--- config.mk ---
export PLATFORM = sky130hd
export DESIGN_NAME = i2c_target_regs
export DESIGN_NICKNAME = d
export VERILOG_FILES = /design/src/rtl/i2c_pkg.sv /design/src/rtl/i2c_line_sync.sv /design/src/rtl/i2c_target_regs.sv
export SDC_FILE = /design/constraint.sdc
export NUM_CORES = 1
export LEC_CHECK = 0
export CORE_UTILIZATION = 55
export CTS_CLUSTER_DIAMETER = 200
export DETAILED_ROUTE_END_ITERATION = 7
export PLACE_DENSITY = 0.83
export SLEW_MARGIN = 20
export SYNTH_ARGS = -nofsm -noshare
export SYNTH_HDL_FRONTEND = slang
export SYNTH_SLANG_ARGS = --single-unit
export TNS_END_PERCENT = 20
--- constraint.sdc ---
create_clock -name clk_clk -period 6.8 [get_ports clk_clk]
set_input_delay 1.36 -clock clk_clk [delete_from_list [all_inputs] [get_ports clk_clk]]
set_output_delay 1.36 -clock clk_clk [all_outputs]
set_load 0.005 [all_outputs]
--- src/rtl/i2c_pkg.sv ---
// Shared constants and state encoding for the I2C register target.
package i2c_pkg;

  localparam int NREGS = 16;
  localparam int PTR_W = 4;

  typedef enum logic [2:0] {
    IDLE,
    ADDR,
    ADDR_ACK,
    WR_BYTE,
    WR_ACK,
    RD_BYTE,
    RD_ACK,
    IGNORE
  } state_t;

endpackage

--- src/rtl/i2c_line_sync.sv ---
// Two-flop synchronizer plus history flop for one open-drain bus line.
// Resets to 1 so an idle bus produces no edges after reset.
module i2c_line_sync (
  input  logic clk,
  input  logic rst_n,
  input  logic pin_in,
  output logic level,
  output logic rise,
  output logic fall
);

  logic meta_q, sync_q, hist_q;
  logic meta_d, sync_d, hist_d;

  always_comb begin
    meta_d = pin_in;
    sync_d = meta_q;
    hist_d = sync_q;
  end

  always_ff @(posedge clk or negedge rst_n) begin
    if (!rst_n) begin
      meta_q <= 1'b1;
      sync_q <= 1'b1;
      hist_q <= 1'b1;
    end else begin
      meta_q <= meta_d;
      sync_q <= sync_d;
      hist_q <= hist_d;
    end
  end

  assign level = sync_q;
  assign rise  = sync_q & ~hist_q;
  assign fall  = ~sync_q & hist_q;

endmodule

--- src/rtl/i2c_target_regs.sv ---
// I2C target exposing a 16 x 8-bit register file with an auto-incrementing
// pointer; first written byte after the address sets the pointer.
module i2c_target_regs
  import i2c_pkg::*;
#(
  parameter logic [6:0] TARGET_ADDR = 7'h0A
) (
  input  logic                 clk_clk,
  input  logic                 reset_reset_n,
  input  logic                 scl_in,
  input  logic                 sda_in,
  output logic                 sda_oe,
  output logic                 scl_oe,
  output logic [8*NREGS-1:0]   regs_flat,
  output logic                 wr_strobe,
  output logic [PTR_W-1:0]     wr_index,
  output logic                 busy
);

  logic scl_level, scl_rise, scl_fall;
  logic sda_level, sda_rise, sda_fall;
  logic start_det, stop_det;

  i2c_line_sync u_scl_sync (
    .clk    (clk_clk),
    .rst_n  (reset_reset_n),
    .pin_in (scl_in),
    .level  (scl_level),
    .rise   (scl_rise),
    .fall   (scl_fall)
  );

  i2c_line_sync u_sda_sync (
    .clk    (clk_clk),
    .rst_n  (reset_reset_n),
    .pin_in (sda_in),
    .level  (sda_level),
    .rise   (sda_rise),
    .fall   (sda_fall)
  );

  assign start_det = scl_level & sda_fall;
  assign stop_det  = scl_level & sda_rise;

  state_t            state_q, state_d;
  logic [3:0]        bit_cnt_q, bit_cnt_d;
  logic [7:0]        shift_q, shift_d;
  logic [PTR_W-1:0]  ptr_q, ptr_d;
  logic              ptr_loaded_q, ptr_loaded_d;
  logic              nack_q, nack_d;
  logic              sda_oe_q, sda_oe_d;
  logic              wr_strobe_q, wr_strobe_d;
  logic [PTR_W-1:0]  wr_index_q, wr_index_d;
  logic              busy_q, busy_d;
  logic [7:0]        regs_q [NREGS];
  logic [7:0]        regs_d [NREGS];
  logic [7:0]        wr_byte;

  always_comb begin
    state_d      = state_q;
    bit_cnt_d    = bit_cnt_q;
    shift_d      = shift_q;
    ptr_d        = ptr_q;
    ptr_loaded_d = ptr_loaded_q;
    nack_d       = nack_q;
    sda_oe_d     = sda_oe_q;
    wr_strobe_d  = 1'b0;
    wr_index_d   = wr_index_q;
    busy_d       = busy_q;
    regs_d       = regs_q;
    wr_byte      = {shift_q[6:0], sda_level};

    // Bus conditions override whatever byte is in flight.
    if (start_det) begin
      state_d      = ADDR;
      bit_cnt_d    = 4'd0;
      sda_oe_d     = 1'b0;
      ptr_loaded_d = 1'b0;
      busy_d       = 1'b1;
    end else if (stop_det) begin
      state_d  = IDLE;
      sda_oe_d = 1'b0;
      busy_d   = 1'b0;
    end else begin
      case (state_q)
        ADDR: begin
          if (scl_rise && bit_cnt_q != 4'd8) begin
            shift_d   = wr_byte;
            bit_cnt_d = bit_cnt_q + 4'd1;
          end else if (scl_fall && bit_cnt_q == 4'd8) begin
            if (shift_q[7:1] == TARGET_ADDR) begin
              state_d  = ADDR_ACK;
              sda_oe_d = 1'b1;
            end else begin
              state_d = IGNORE;
            end
          end
        end
        ADDR_ACK: begin
          if (scl_fall) begin
            bit_cnt_d = 4'd0;
            if (shift_q[0]) begin
              state_d  = RD_BYTE;
              shift_d  = regs_q[ptr_q];
              sda_oe_d = ~regs_q[ptr_q][7];
            end else begin
              state_d  = WR_BYTE;
              sda_oe_d = 1'b0;
            end
          end
        end
        WR_BYTE: begin
          if (scl_rise && bit_cnt_q != 4'd8) begin
            shift_d   = wr_byte;
            bit_cnt_d = bit_cnt_q + 4'd1;
            if (bit_cnt_q == 4'd7) begin
              if (ptr_loaded_q) begin
                regs_d[ptr_q] = wr_byte;
                wr_strobe_d   = 1'b1;
                wr_index_d    = ptr_q;
                ptr_d         = ptr_q + 1'b1;
              end else begin
                ptr_d        = wr_byte[PTR_W-1:0];
                ptr_loaded_d = 1'b1;
              end
            end
          end else if (scl_fall && bit_cnt_q == 4'd8) begin
            state_d  = WR_ACK;
            sda_oe_d = 1'b1;
          end
        end
        WR_ACK: begin
          if (scl_fall) begin
            state_d   = WR_BYTE;
            bit_cnt_d = 4'd0;
            sda_oe_d  = 1'b0;
          end
        end
        RD_BYTE: begin
          if (scl_fall) begin
            if (bit_cnt_q == 4'd7) begin
              state_d   = RD_ACK;
              sda_oe_d  = 1'b0;
              ptr_d     = ptr_q + 1'b1;
              bit_cnt_d = 4'd0;
            end else begin
              shift_d   = {shift_q[6:0], 1'b0};
              sda_oe_d  = ~shift_q[6];
              bit_cnt_d = bit_cnt_q + 4'd1;
            end
          end
        end
        RD_ACK: begin
          if (scl_rise) begin
            nack_d = sda_level;
          end else if (scl_fall) begin
            if (!nack_q) begin
              state_d   = RD_BYTE;
              shift_d   = regs_q[ptr_q];
              sda_oe_d  = ~regs_q[ptr_q][7];
              bit_cnt_d = 4'd0;
            end else begin
              state_d = IGNORE;
            end
          end
        end
        default: ;
      endcase
    end
  end

  always_ff @(posedge clk_clk or negedge reset_reset_n) begin
    if (!reset_reset_n) begin
      state_q      <= IDLE;
      bit_cnt_q    <= 4'd0;
      shift_q      <= 8'h00;
      ptr_q        <= '0;
      ptr_loaded_q <= 1'b0;
      nack_q       <= 1'b1;
      sda_oe_q     <= 1'b0;
      wr_strobe_q  <= 1'b0;
      wr_index_q   <= '0;
      busy_q       <= 1'b0;
      for (int i = 0; i < NREGS; i++) regs_q[i] <= 8'h00;
    end else begin
      state_q      <= state_d;
      bit_cnt_q    <= bit_cnt_d;
      shift_q      <= shift_d;
      ptr_q        <= ptr_d;
      ptr_loaded_q <= ptr_loaded_d;
      nack_q       <= nack_d;
      sda_oe_q     <= sda_oe_d;
      wr_strobe_q  <= wr_strobe_d;
      wr_index_q   <= wr_index_d;
      busy_q       <= busy_d;
      for (int i = 0; i < NREGS; i++) regs_q[i] <= regs_d[i];
    end
  end

  always_comb begin
    regs_flat = '0;
    for (int i = 0; i < NREGS; i++) regs_flat[8*i +: 8] = regs_q[i];
  end

  assign sda_oe    = sda_oe_q;
  assign scl_oe    = 1'b0;
  assign wr_strobe = wr_strobe_q;
  assign wr_index  = wr_index_q;
  assign busy      = busy_q;

endmodule

==> results.cfg <==
[status]
status = completed

[yosys]
synth_mux_area_share_pct = 29.6
synth_top_family_by_area = multiplexers
seq_area_frac_synth_pct = 50.5
async_reset_ff_share_pct = 100
synth_commonest_cells = 155 x dfrtp_1, 87 x mux2_2, 32 x mux2_4, 32 x mux4_2, 26 x clkbuf_1
synthAdderAreaFrac_pct = 0.934
synth.most_common_cell = dfrtp_1
yosysWarnings = 0
synth_area_leaders = dfrtp_1 48%, mux2_2 12%, mux4_2 9.0%, mux2_4 6.0%, nand3_4 3.3%
ys_types = 55
syn_area_sq_um = 8040
synthFlopType = dfrtp_1
synthCells = 578
synth_seq_cells = 162
syn-mean-instance-area_sq_um = 13.9
synth-xor-area-share_pct = 0.109
synth_edf_count = 0
yosys.area.top_type_share_pct = 48.2
synth_nets = 588
synthSimpleGateAreaFrac_pct = 9.20
synth_compound_area_share_pct = 6.49
yosys.area.top_type = dfrtp_1

[global_route]
grt_max_degree = 90
grt_pass1_wl_um = 32800
overflow = 0
antenna_found_initial = 0
grt_usage_pct = 30.0
grt_pass1_vias = 5595

[critical_path]
cp_cell_sequence = xor2_1, and2_1, nor4_4, and2_2, nand3_2, mux2_2
startpoint_type = flip-flop
rrSetupSlack_ps = 3690
cp_top_family = simple AND/OR/NAND/NOR gates
worstPathMaxFanout = 21
worst_ep_required_time_ps = 7110
r2r_end = regs_flat[100]
crit_arrival_ps = 3430
cp_slowest_stage_delay_ps = 810
crit_type = flip-flop to flip-flop
crit_start = u_sda_sync.level
end_kind = flip-flop
critical_path_buf_inv_count = 0
r2r_start = u_sda_sync.level
critPathSlowestCell = dfstp_2
reg2regPathDepth = 6

[route]
viasPerCell = 6.18
drtPass1Iterations = 5
final_antenna_net_count = 0
routed_wl_um = 21000
routedWlPerCell_um = 23.5
drc_errors = 0
vias = 5514
first_iter_violations = 488

[cells_and_area]
syn_to_final_growth_pct = 25.3
seq_area_sq_um = 4060
drive_gt1_share_pct = 30.5
fin_nets = 709
utilization_pct = 71.4
num_antenna_cells = 0
multi_input_area_sq_um = 3730
fin_area_sq_um = 10100
fillers = 922

[placed_design]
gp_congestion = 0.848
hpwlAfterDp_um = 14100
place.port_buffers = 138
placed_cell_area_sq_um = 9480

[worst_hold_path]
hold_class = flip-flop to flip-flop
worstHoldStart = u_scl_sync.meta_q
holdPathStages = 0
min_to = u_scl_sync.level

[cts]
numCtsBuffers = 17
cts_tree = yes
cts_root_buf = clkbuf_16
clk-insertion-delay-late_ps = 430
post_cts_buffers = 0
cts_max_path_buffers = 2
clkSlewWorstSetupHoldPaths_ps = 60
ctsResizeCount = 0
htreeDepth = 4
cts_hold_buf = 0
cts.sinks = 162

[sta]
timing_hold_violations_final = 0
worst_slew_pin_slew_ps = 918
setup_viol = 0
skew_ps = 9.58
max_freq_mhz = 321
min_period_over_period_pct = 45.8
drv_slew = 0
rsz0062_at_grt = no
final.setup.tns_ps = 0
max-slew-margin-rel_pct = 38.8
whs_ps = 356
fin_crit_ps = 3110

[power]
p_leak_nw = 4.54
ir_drop_mv = 0.178
power_w = 0.00250
power.density_nw_per_um2 = 249

[die]
die_h_um = 123
design.core.area_sq_um = 14100
rows = 43
die_area_sq_um = 15100
die_w_um = 123
io-pin-count = 140
start_util_pct = 57.0

[flow_run]
cap_violations = 0
final cells by class:
cell class	count	area share, %
Multi-Input combinational cell	365	37.0
Timing Repair Buffer	144	14.2
Clock buffer	24	4.88
Clock inverter	8	0.981
Inverter	9	0.335
Sequential cell	162	40.4
Tap cell	180	2.24
layer usage:
layer | up-vias | wire length (um) | track usage [%]
li1 | 2382 | - | -
met1 | 2846 | 9050 | 41.2
met2 | 251 | 9880 | 46.0
met3 | 35 | 1650 | 8.39
met4 | 0 | 379 | 10.4
met5 | - | 0 | 0
stage by stage:
stage,setup slack [ps],instances
floorplan,4660,578
global placement,3730,860
detailed placement,3650,860
CTS,3650,892
global route,3490,892
finish,3690,892
worst max path at each step:
stage / to / slack, ps / cells after the start
6_report: regs_flat[100] / 3690 / 6
5_1_grt: regs_flat[97] / 3490 / 6
3_3_place_gp: regs_flat[37] / 3730 / 6
4_1_cts: regs_flat[100] / 3650 / 6
2_1_floorplan: shift_q[0] / 4660 / 8
3_5_place_dp: regs_flat[100] / 3650 / 6
cell families (layout without fill, tap and decap cells):
logic type / after synthesis / count (layout)
XOR/XNOR: 1 / 1
flip-flops: 162 / 162
other: 1 / 1
multiplexers: 169 / 169
adder cells (fa/ha/maj): 6 / 6
AND/OR/NAND/NOR: 106 / 106
AO/OA/AOI/OAI: 82 / 82
buffers and inverters: 51 / 185
cell usage in the layout (no fill, tap or decap), types with 5 or more instances in the layout:
master | synthesis | layout
dfrtp_1 | 155 | 154
clkdlybuf4s50_1 | 0 | 137
mux2_2 | 87 | 87
mux4_2 | 32 | 32
mux2_4 | 32 | 32
nor2_1 | 25 | 25
a21oi_1 | 25 | 25
nand2_1 | 20 | 20
a22oi_1 | 19 | 19
clkbuf_16 | 0 | 17
nand3_4 | 15 | 15
mux2_1 | 15 | 15
o21ai_0 | 12 | 12
inv_1 | 9 | 9
nand2b_1 | 7 | 7
nand3_1 | 7 | 7
dfstp_2 | 7 | 7
ha_1 | 6 | 6
buf_4 | 1 | 6
and2_1 | 6 | 5
nor2b_1 | 5 | 5
flip-flops by register name, indices dropped and copies added, names as in the netlist, 3 cells and up:
| signal | flops |
|---|---|
| ptr_q | 4 |
| regs_flat | 128 |
| shift_q | 8 |
| state_q | 3 |
| wr_index | 4 |
| bit_cnt_q | 4 |
where the power goes:
group,switching [W],internal (W)
Combinational,0.000214,0.000148
Sequential,0.000174,0.00101
Clock,0.000381,0.000579
No activity file was read; power rests on OpenSTA's default activity.
